File: src/rtl/rr_mux_select_arbiter.sv
// Round-robin arbiter driving the Select/Enable inputs of a 4:1 MUX.
// It grants one requester at a time and limits each grant to MAX_HOLD cycles.
// It inserts GAP_CYCLES of dead time between grants so Select never moves while Enable is high.
module rr_mux_select_arbiter #(
    parameter int unsigned MAX_HOLD   = 8,
    parameter int unsigned GAP_CYCLES = 1
) (
    input  logic       Clock_In,
    input  logic       Reset_N_In,
    input  logic [3:0] Request_In,
    output logic [3:0] Grant_Out,
    output logic [1:0] Select_Out,
    output logic       Enable_Out,
    output logic       Busy_Out,
    output logic [3:0] Hold_Count_Out
);

    localparam logic [3:0] MAX_HOLD_C = 4'(MAX_HOLD);
    localparam logic [2:0] GAP_C      = 3'(GAP_CYCLES);

    typedef enum logic [1:0] {
        ST_IDLE,
        ST_GRANT,
        ST_GAP
    } state_t;

    state_t     state_q, state_d;
    logic [1:0] ptr_q, ptr_d;
    logic [3:0] grant_q, grant_d;
    logic [1:0] sel_q, sel_d;
    logic       en_q, en_d;
    logic       busy_q, busy_d;
    logic [3:0] hold_q, hold_d;
    logic [2:0] gap_q, gap_d;

    logic       any_req;
    logic [1:0] win_idx;
    logic [1:0] scan_idx;
    logic       arb_now;

    // Find the first requester at or above the priority pointer, wrapping modulo 4
    always_comb begin
        any_req  = 1'b0;
        win_idx  = ptr_q;
        scan_idx = ptr_q;
        for (int unsigned i = 0; i < 4; i++) begin
            scan_idx = ptr_q + 2'(i);
            if (!any_req && Request_In[scan_idx]) begin
                any_req = 1'b1;
                win_idx = scan_idx;
            end
        end
    end

    // Next-state and next-output logic. Arbitration happens in IDLE and on the final gap cycle.
    always_comb begin
        state_d = state_q;
        ptr_d   = ptr_q;
        grant_d = grant_q;
        sel_d   = sel_q;
        en_d    = en_q;
        busy_d  = busy_q;
        hold_d  = hold_q;
        gap_d   = gap_q;
        arb_now = (state_q == ST_IDLE) || ((state_q == ST_GAP) && (gap_q >= GAP_C));

        if (arb_now) begin
            gap_d = '0;
            if (any_req) begin
                state_d = ST_GRANT;
                grant_d = 4'b0001 << win_idx;
                sel_d   = win_idx;
                en_d    = 1'b1;
                busy_d  = 1'b1;
                hold_d  = 4'd1;
            end else begin
                state_d = ST_IDLE;
                grant_d = '0;
                en_d    = 1'b0;
                busy_d  = 1'b0;
                hold_d  = '0;
            end
        end else if (state_q == ST_GRANT) begin
            if (Request_In[sel_q] && (hold_q < MAX_HOLD_C)) begin
                hold_d = hold_q + 4'd1;
            end else begin
                state_d = ST_GAP;
                grant_d = '0;
                en_d    = 1'b0;
                busy_d  = 1'b1;
                hold_d  = '0;
                ptr_d   = sel_q + 2'd1;
                gap_d   = 3'd1;
            end
        end else begin
            gap_d = gap_q + 3'd1;
        end
    end

    // State and output registers, cleared asynchronously
    always_ff @(posedge Clock_In or negedge Reset_N_In) begin
        if (!Reset_N_In) begin
            state_q <= ST_IDLE;
            ptr_q   <= '0;
            grant_q <= '0;
            sel_q   <= '0;
            en_q    <= 1'b0;
            busy_q  <= 1'b0;
            hold_q  <= '0;
            gap_q   <= '0;
        end else begin
            state_q <= state_d;
            ptr_q   <= ptr_d;
            grant_q <= grant_d;
            sel_q   <= sel_d;
            en_q    <= en_d;
            busy_q  <= busy_d;
            hold_q  <= hold_d;
            gap_q   <= gap_d;
        end
    end

    assign Grant_Out      = grant_q;
    assign Select_Out     = sel_q;
    assign Enable_Out     = en_q;
    assign Busy_Out       = busy_q;
    assign Hold_Count_Out = hold_q;

endmodule

File: config.mk
export PLATFORM = sky130hd
export DESIGN_NAME = rr_mux_select_arbiter
export DESIGN_NICKNAME = d
export VERILOG_FILES = /design/src/rtl/rr_mux_select_arbiter.sv
export SDC_FILE = /design/constraint.sdc
export NUM_CORES = 1
export LEC_CHECK = 0
export CELL_PAD_IN_SITES_DETAIL_PLACEMENT = 0
export CELL_PAD_IN_SITES_GLOBAL_PLACEMENT = 1
export CORE_UTILIZATION = 47
export CTS_CLUSTER_DIAMETER = 50
export DETAILED_ROUTE_END_ITERATION = 6
export DONT_BUFFER_PORTS = 1
export MAX_ROUTING_LAYER = met4
export PLACE_DENSITY_LB_ADDON = 0.1
export SYNTH_ARGS = -nofsm -noshare
export SYNTH_HDL_FRONTEND = slang
export SYNTH_SLANG_ARGS = --single-unit
File: constraint.sdc
create_clock -name Clock_In -period 2.05 [get_ports Clock_In]
set_input_delay 0.3075 -clock Clock_In [delete_from_list [all_inputs] [get_ports Clock_In]]
set_output_delay 0.3075 -clock Clock_In [all_outputs]
set_load 0.02 [all_outputs]
==> results of run 1 <==
[synth_stat cells]
| master | instances |
|---|---|
| or4_4 | 1 |
| o311ai_1 | 1 |
| o22ai_1 | 3 |
| dfrtp_1 | 18 |
| a21o_1 | 2 |
| or3_1 | 1 |
| or4_1 | 1 |
| o2bb2ai_1 | 2 |
| nor2_1 | 4 |
| nand3_1 | 1 |
| a21boi_0 | 2 |
| and3_1 | 1 |
| nand2b_1 | 1 |
| o21a_1 | 1 |
| nand3_4 | 1 |
| o21bai_1 | 1 |
| o21ai_1 | 2 |
| nor3b_1 | 2 |
| inv_1 | 5 |
| mux2_4 | 2 |
| o32ai_1 | 1 |
| o21ai_0 | 3 |
| mux2_2 | 2 |
| mux2i_1 | 1 |
| nand2_1 | 6 |
| nor2b_1 | 3 |
| a21oi_1 | 4 |
| xor2_1 | 1 |
| nor4_1 | 1 |
| a211o_1 | 1 |
| a31oi_1 | 1 |
| a22o_1 | 4 |
| nand4_1 | 1 |
| o22a_1 | 1 |
| ha_1 | 3 |
| o211a_1 | 1 |
| o211ai_2 | 1 |
| a22oi_4 | 1 |
[registers in the layout (all words and copies together) (netlist names)]
| name | cells |
|---|---|
| Select_Out | 2 |
| gap_q | 3 |
| Grant_Out | 4 |
| ptr_q | 2 |
| Hold_Count_Out | 4 |
| Busy_Out | 1 |
| state_q | 2 |
[worst paths after layout]
check                               from      endpoint  slack, ps
max                             gap_q[0]  Grant_Out[0]         80
min                        Request_In[3]  Grant_Out[1]        270
max reg2reg                     gap_q[0]  Grant_Out[0]         80
min reg2reg                     gap_q[2]      gap_q[2]        580
max in group asynchronous     Reset_N_In  Grant_Out[0]       1050
min in group asynchronous     Reset_N_In      ptr_q[1]        520
[metal layers]
metal  vias up  global-route usage  routed length, um
li1        353                   -                  -
met1       362              0.3053                971
met2        20              0.2795                922
met3         4             0.04231                 82
met4         0             0.08571                 25
met5         -                   -                  0
[where the power goes]
part | total [uW] | switching, uW | internal, uW
combinational | 808 | 436 | 372
sequential | 767 | 270 | 497
clock | 225 | 117 | 108
total | 1800 | 823 | 978
[timing repair]
action                                  CTS  global route
hold buffers                              1             0
gates resized for setup                   0             1
endpoints found under the setup margin    0             3
hold endpoints to repair                 18             0
[worst max-delay path: cells and delay by family (launching register included)]
| kind | cells | cell delay [ps] |
|---|---|---|
| adders and majority gates | 1 | 250 |
| and+or+nand+nor | 1 | 550 |
| AOI/OAI and AO/OA | 3 | 600 |
| DFF | 1 | 460 |
[cell families (layout without fill, tap and decap cells)]
family | Yosys count | in the layout | share of synthesized area
muxes | 5 | 5 | 0.06460
and+or+nand+nor | 24 | 24 | 0.1486
buffers and inverters | 5 | 12 | 0.01938
AOI/OAI and AO/OA | 32 | 32 | 0.2545
xor gates and xnor gates | 1 | 1 | 0.009046
adders and majority gates | 3 | 3 | 0.03876
DFF | 18 | 18 | 0.4651
[cell type report]
type	instances	area (um2)
Clock buffer	4	36.28
Sequential cell	18	450.4
Multi-Input combinational cell	65	503.0
Tap cell	27	33.78
Inverter	5	18.77
Fill cell	183	874.6
Timing Repair Buffer	3	25.02
[through the flow]
stage | worst slack (ps) | power [uW] | hold slack, ps | TNS (ps)
2_1_floorplan | 267.3 | 1351 | 11.91 | 0
3_3_place_gp | 190.4 | 1532 | 12.40 | 0
3_5_place_dp | 129.6 | 1555 | 12.50 | 0
4_1_cts | 96.36 | 1793 | 264.9 | 0
5_1_grt | -18.34 | 1929 | 288.2 | -38.89
6_report | 84.70 | 1800 | 270.2 | 0
==> flow_summary.yaml, run 1 <==
global_route:
  grt_usage: 0.2097
  grt_max_degree: 19
  overflow: 0
  grt_pass1_vias: 655
  antenna_found_initial: 0
  grt_pass1_wl_mm: 3.077
placement:
  place.gp.congestion: 0.7854
  dp_hpwl_mm: 1.496
  placedCellCount: 117
  dpl-instance-area_mm2: 0.001017
  port_buffers: 0
detailed_routing:
  dr.pass1.iters: 4
  vias: 739
  wl_per_cell_um: 16.41
  final_antenna_net_count: 0
  drtIter0Drc: 14
  routed_wl_mm: 2.002
  drc_errors: 0
  viasPerCell: 6.057
cts:
  cts_sinks: 18
  clock_latency_ps: 300
  clk_pin_slew_ps: 110
  cts-buffers-inserted: 3
  clk_path_buf_depth: 2
  cts_setup_buffers: 0
  cts_tree: "built"
  root_buffer: "clkbuf_4"
  htreeDepth: 1
floorplan:
  rows: 16
  fp.coreArea_mm2: 0.001942
  initial_utilization: 0.4987
  die_w_um: 47.39
  die_y_um: 47.39
  die-area_mm2: 0.002246
  io_pins: 18
finish:
  syn_to_final_growth_pct: 10.21
  stdcell_area_mm2: 0.001067
  finalNonFillerCells: 122
  final_cell_mix: "dfrtp_1 (18), nand2_1 (6), inv_1 (5)"
  layout-drive-gt1-share: 0.1579
  fin_nets: 105
  antenna_cells: 0
  final_common_cell: "dfrtp_1"
  final_util: 0.5496
sta:
  final_hold_viol_count: 0
  min_period_ps: 1965
  clock_skew_ps: 3.872
  setup_viol: 0
  rsz0062_at_grt: "true"
  fmax_mhz: 508.8
  tightest_slew_ps: 778.8
  slew_viol_final: 0
  fin_crit_sh: 0.9587
  max_slew_margin: 0.4791
hold_path:
  hold_class: "input pin to flip-flop"
  whs_path_depth: 2
yosys:
  synth.distinct_cells: 38
  synth.ff_latch_count: 18
  syn_inst: 88
  syn_area_um2: 968.4
  synth.top_cell.area_share: 0.4651
  ys_top_cells_by_area: "dfrtp_1 (47%), ha_1 (3.9%), a22o_1 (3.6%)"
  synth_area_leader_cell: "dfrtp_1"
  synth_warnings: 0
  yosysSeqAreaShare: 0.4651
  syn_nets: 97
  avgSynthCellArea_um2: 11.00
setup_path:
  worstPathCellList: "ha_1, or4_4, o211ai_2, a31oi_1, a22o_1"
  start_kind: "flip-flop"
  worst_path_largest_cell_delay_ps: 550
  crit_required_ps: 2240
  reg2reg_depth: 5
  worstPathMaxFanout: 6
  cp.arrival_ps: 2160
  crit_type: "flip-flop to flip-flop"
  crit_slowest_cell: "or4_4"
  end_kind: "flip-flop"
run:
  max_cap_viol_count: 0
power_and_ir_drop:
  ir_drop_v: 0.001037
  p_per_area_mw_per_mm2: 1687
  p_leak_uw: 0.0005018
outcome:
  status: "complete, no violations"
Note: power is estimated with default switching activity, not from simulation.
==> inputs of run 2 (changes only) <==
- CELL_PAD_IN_SITES_DETAIL_PLACEMENT: 0 -> not set
- CELL_PAD_IN_SITES_GLOBAL_PLACEMENT: 1 -> not set
- CORE_UTILIZATION: 47 -> 48
- PLACE_DENSITY_LB_ADDON: 0.1 -> not set
==> run 2 against run 1 <==
Compared with the run above:
- first-iteration DRC count shrank 14%
- final cell count increased by 0.82%
- global-route usage decreased by 0.44 points
- critical path type unchanged
- critical endpoint is now Grant_Out[2]
- core utilization grew 6.1 points
==> flow_summary.yaml, run 2 (synthesis gave the netlist of run 1 again) <==
outcome:
  status: "complete, no violations"
hold_path:
  hp-start: "Request_In[3]"
  hold_class: "input pin to flip-flop"
  whs_path_depth: 2
  hold_end: "Grant_Out[1]"
sta:
  fin_ws_ps: 94.97
  fin_crit_sh: 0.9537
  max_slew_margin: 0.4769
  tightest_slew_ps: 782.1
  tns_ps: 0
  final_hold_viol_count: 0
  min_period_ps: 1955
  setup_viol: 0
  fmax_mhz: 511.5
  hold_slack_ps: 277.7
  clock_skew_ps: 9.558
  slew_viol_final: 0
floorplan:
  initial_utilization: 0.5375
  rows: 15
  io_pins: 18
  die_w_um: 46.92
  fp.coreArea_mm2: 0.001802
  die-area_mm2: 0.002201
  die_y_um: 46.92
power_and_ir_drop:
  p_per_area_mw_per_mm2: 1682
  ir_drop_v: 0.0008905
  p_leak_uw: 0.0005162
placement:
  dp_hpwl_mm: 1.392
  place.gp.congestion: 0.7712
  placedCellCount: 116
  dp_slack_ps: 134.2
  port_buffers: 0
cts:
  cts_tree: "built"
  root_buffer: "clkbuf_4"
  clk_path_buf_depth: 2
  clock_latency_ps: 300
  clk_pin_slew_ps: 110
  cts_sinks: 18
  htreeDepth: 1
  cts-buffers-inserted: 3
finish:
  layout-drive-gt1-share: 0.2041
  fin_nets: 108
  final_cell_mix: "dfrtp_1 (17), nand2_1 (6), inv_1 (5), buf_4 (5)"
  syn_to_final_growth_pct: 13.70
  finalNonFillerCells: 123
  final_common_cell: "dfrtp_1"
  antenna_cells: 0
setup_path:
  worstPathMaxFanout: 6
  end_kind: "flip-flop"
  r2r-start: "gap_q[1]"
  crit_type: "flip-flop to flip-flop"
  ff2ff_setup_slack_ps: 90
  crit_required_ps: 2240
  start_kind: "flip-flop"
  reg2reg_depth: 6
  r2r_end: "Grant_Out[2]"
  cp.arrival_ps: 2140
detailed_routing:
  vias: 730
  drc_errors: 0
  wl_per_cell_um: 15.80
  drtIter0Drc: 12
  dr.pass1.iters: 4
  viasPerCell: 5.935
  final_antenna_net_count: 0
  routed_wl_mm: 1.944
global_route:
  grt_pass1_wl_mm: 3.070
  grt_pass1_vias: 692
  antenna_found_initial: 0
  grt_max_degree: 19
  grt_usage: 0.2053
  overflow: 0
run:
  max_cap_viol_count: 0
run 2: critical path, stage by stage (launching register included):
cell and delay (ps):
dfrtp_1 410, inv_1 80, ha_1 190, or4_4 580
o211ai_4 250, a31oi_1 100, a22o_1 220
run 2: layout make-up:
class | count | area [um2]
Fill cell | 149 | 700.7
Multi-Input combinational cell | 65 | 515.5
Clock buffer | 4 | 36.28
Timing Repair Buffer | 6 | 47.55
Inverter | 5 | 18.77
Sequential cell | 18 | 451.7
Tap cell | 25 | 31.28
run 2: how the worst max path moves through the flow:
stage / depth (start not counted) / from / slack [ps] / endpoint
after global placement: 5 / gap_q[0] / 170 / Grant_Out[2]
after floorplan: 5 / gap_q[0] / 270 / Grant_Out[0]
after detailed placement: 5 / gap_q[0] / 130 / Grant_Out[2]
final: 6 / gap_q[1] / 90 / Grant_Out[2]
after CTS: 5 / gap_q[0] / 100 / Grant_Out[0]
after global routing: 6 / gap_q[1] / -20 / Hold_Count_Out[2]
run 2: power breakdown:
group	internal, uW	switching, uW	leakage, uW	total [uW]
clock	108	112	0.0000210	220
sequential	500	247	0.000225	746
combinational	408	477	0.000270	885
run 2: routing by layer:
layer	wire length, um	vias to the layer above	GRT usage
met1	980	349	0.3002
met2	869	20	0.2806
met5	0	-	-
li1	-	356	-
met3	63	5	0.03077
met4	30	0	0.08571
run 2: what timing repair did:
item,4_1_cts,5_1_grt
setup buffers,0,2
hold buffers,1,0
endpoints found under the setup margin,0,5
hold endpoints to repair,18,0
resized for setup,0,4
run 2: metrics by stage:
step                        util  instance area, um2  total power [uW]
final                     0.6111                1101              1852
after global placement    0.5674                1022              1544
after floorplan                -               968.4              1351
after CTS                 0.5931                1069              1795
after global routing      0.6111                1101              1998
after detailed placement  0.5674                1022              1561
==> inputs of run 3 (changes only) <==
- CORE_UTILIZATION: 48 -> 50
- RECOVER_POWER: not set -> 100
==> run 3 against run 2 <==
Compared with the run above:
- first-iteration DRC count did not move
- core utilization down 1.4 points
- hold slack worse by 11 ps
- maximum frequency up 1.7%
- design area is 4.3% lower
- via count fell by 3.2%
- final cell count decreased by 1.6%
- non-clock buffer count is 2 lower
- largest power group unchanged
- highest routed layer unchanged
- clock skew is 4.1 ps lower
- largest cell class unchanged
- register-to-register slack better by 30 ps
==> flow_summary.yaml, run 3 (synthesis gave the netlist of run 1 again) <==
setup_path:
  start_kind: "flip-flop"
  crit_type: "flip-flop to flip-flop"
  worstPathMaxFanout: 6
  crit_required_ps: 2270
  end_kind: "flip-flop"
  cp.arrival_ps: 2140
  ff2ff_setup_slack_ps: 130
  reg2reg_depth: 5
placement:
  port_buffers: 0
  dp_hpwl_mm: 1.391
  place.gp.congestion: 0.8092
  dpl-instance-area_mm2: 0.001022
floorplan:
  rows: 15
  die_w_um: 46.01
  initial_utilization: 0.5489
  io_pins: 18
  die-area_mm2: 0.002117
  fp.coreArea_mm2: 0.001764
  die_y_um: 46.01
power_and_ir_drop:
  ir_drop_v: 0.0008223
  p_leak_uw: 0.0004921
  p_per_area_mw_per_mm2: 1659
finish:
  antenna_cells: 0
  final_cell_mix: "dfrtp_1 (18), nand2_1 (6), inv_1 (5)"
  multiInputGateArea_um2: 495.5
  fillers: 165
  final_util: 0.5972
  syn_to_final_growth_pct: 8.785
  final_common_cell: "dfrtp_1"
  fin_nets: 106
  stdcell_area_mm2: 0.001054
  layout-drive-gt1-share: 0.1146
  seq_area_um2: 450.4
sta:
  tns_ps: 0
  hold_slack_ps: 266.5
  clock_skew_ps: 5.467
  fin_crit_sh: 0.9377
  min_period_ps: 1922
  tightest_slew_ps: 767.5
  max_slew_margin: 0.4866
  fmax_mhz: 520.2
  final_hold_viol_count: 0
  rsz0062_at_grt: "false"
  slew_viol_final: 0
  setup_viol: 0
cts:
  cts_tree: "built"
  htreeDepth: 1
  cts_sinks: 18
  clk_path_buf_depth: 2
  cts-buffers-inserted: 3
  clk_pin_slew_ps: 100
  root_buffer: "clkbuf_4"
  clock_latency_ps: 300
global_route:
  overflow: 0
  grt-busiest-layer: "met2"
  grt_max_degree: 19
  antenna_found_initial: 0
  met1_usage: 0.2861
  grt_use_met3: 0.09127
  grt_usage: 0.2180
  use_met2: 0.3042
  grt_pass1_wl_mm: 3.098
  grt_pass1_vias: 685
detailed_routing:
  dr.pass1.iters: 4
  wl_per_cell_um: 15.57
  drtIter0Drc: 12
  final_antenna_net_count: 0
  routed_wl_mm: 1.884
  drc_errors: 0
  vias: 707
  viasPerCell: 5.843
hold_path:
  hold_class: "input pin to flip-flop"
  whs_path_depth: 2
run:
  max_cap_viol_count: 0
outcome:
  status: "complete, no violations"
[run 3: worst paths after layout]
path	end	from
setup / recovery	Hold_Count_Out[2]	gap_q[0]
hold / removal	Grant_Out[1]	Request_In[3]
setup reg to reg	Hold_Count_Out[2]	gap_q[0]
hold reg to reg	gap_q[2]	gap_q[2]
max in group asynchronous	Grant_Out[1]	Reset_N_In
min in group asynchronous	state_q[1]	Reset_N_In
[run 3: worst max-delay path, stage by stage (launching register included)]
cell and delay, ps:
dfrtp_1 440, ha_1 240, or4_4 570, a21oi_1 320
o21ai_0 110, a21boi_0 160
[run 3: stage by stage]
stage / std cells / setup slack [ps] / total power, uW
after detailed placement: 116 / 127.7 / 1563
after CTS: 121 / 106.9 / 1800
after global routing: 121 / 15.14 / 1893
after global placement: 116 / 167.2 / 1542
after floorplan: 88 / 267.3 / 1351
final: 121 / 127.6 / 1748
[run 3: layout make-up]
cell class,instances,share of cell area
Clock buffer,4,0.03444
Sequential cell,18,0.4276
Timing Repair Buffer,4,0.02019
Tap cell,25,0.02969
Multi-Input combinational cell,65,0.4703
Inverter,5,0.01781
[run 3: report_power, final]
| group | leakage, uW | internal (uW) | total, uW | switching [uW] |
|---|---|---|---|---|
| registers | 0.000226 | 498 | 736 | 238 |
| logic | 0.000245 | 350 | 791 | 441 |
| clock network | 0.0000210 | 108 | 221 | 113 |
[run 3: repair_timing]
| action | 4_1_cts | 5_1_grt |
|---|---|---|
| endpoints found under the hold margin | 18 | 0 |
| setup buffers | 0 | 0 |
| resized for setup | 0 | 2 |
| setup endpoints to repair | 0 | 4 |
| hold buffers | 1 | 0 |
[run 3: per-layer routing]
| metal | vias up | wire length [um] |
|---|---|---|
| li1 | 352 | - |
| met1 | 335 | 918 |
| met2 | 16 | 868 |
| met3 | 4 | 78 |
| met4 | 0 | 19 |
| met5 | - | 0 |
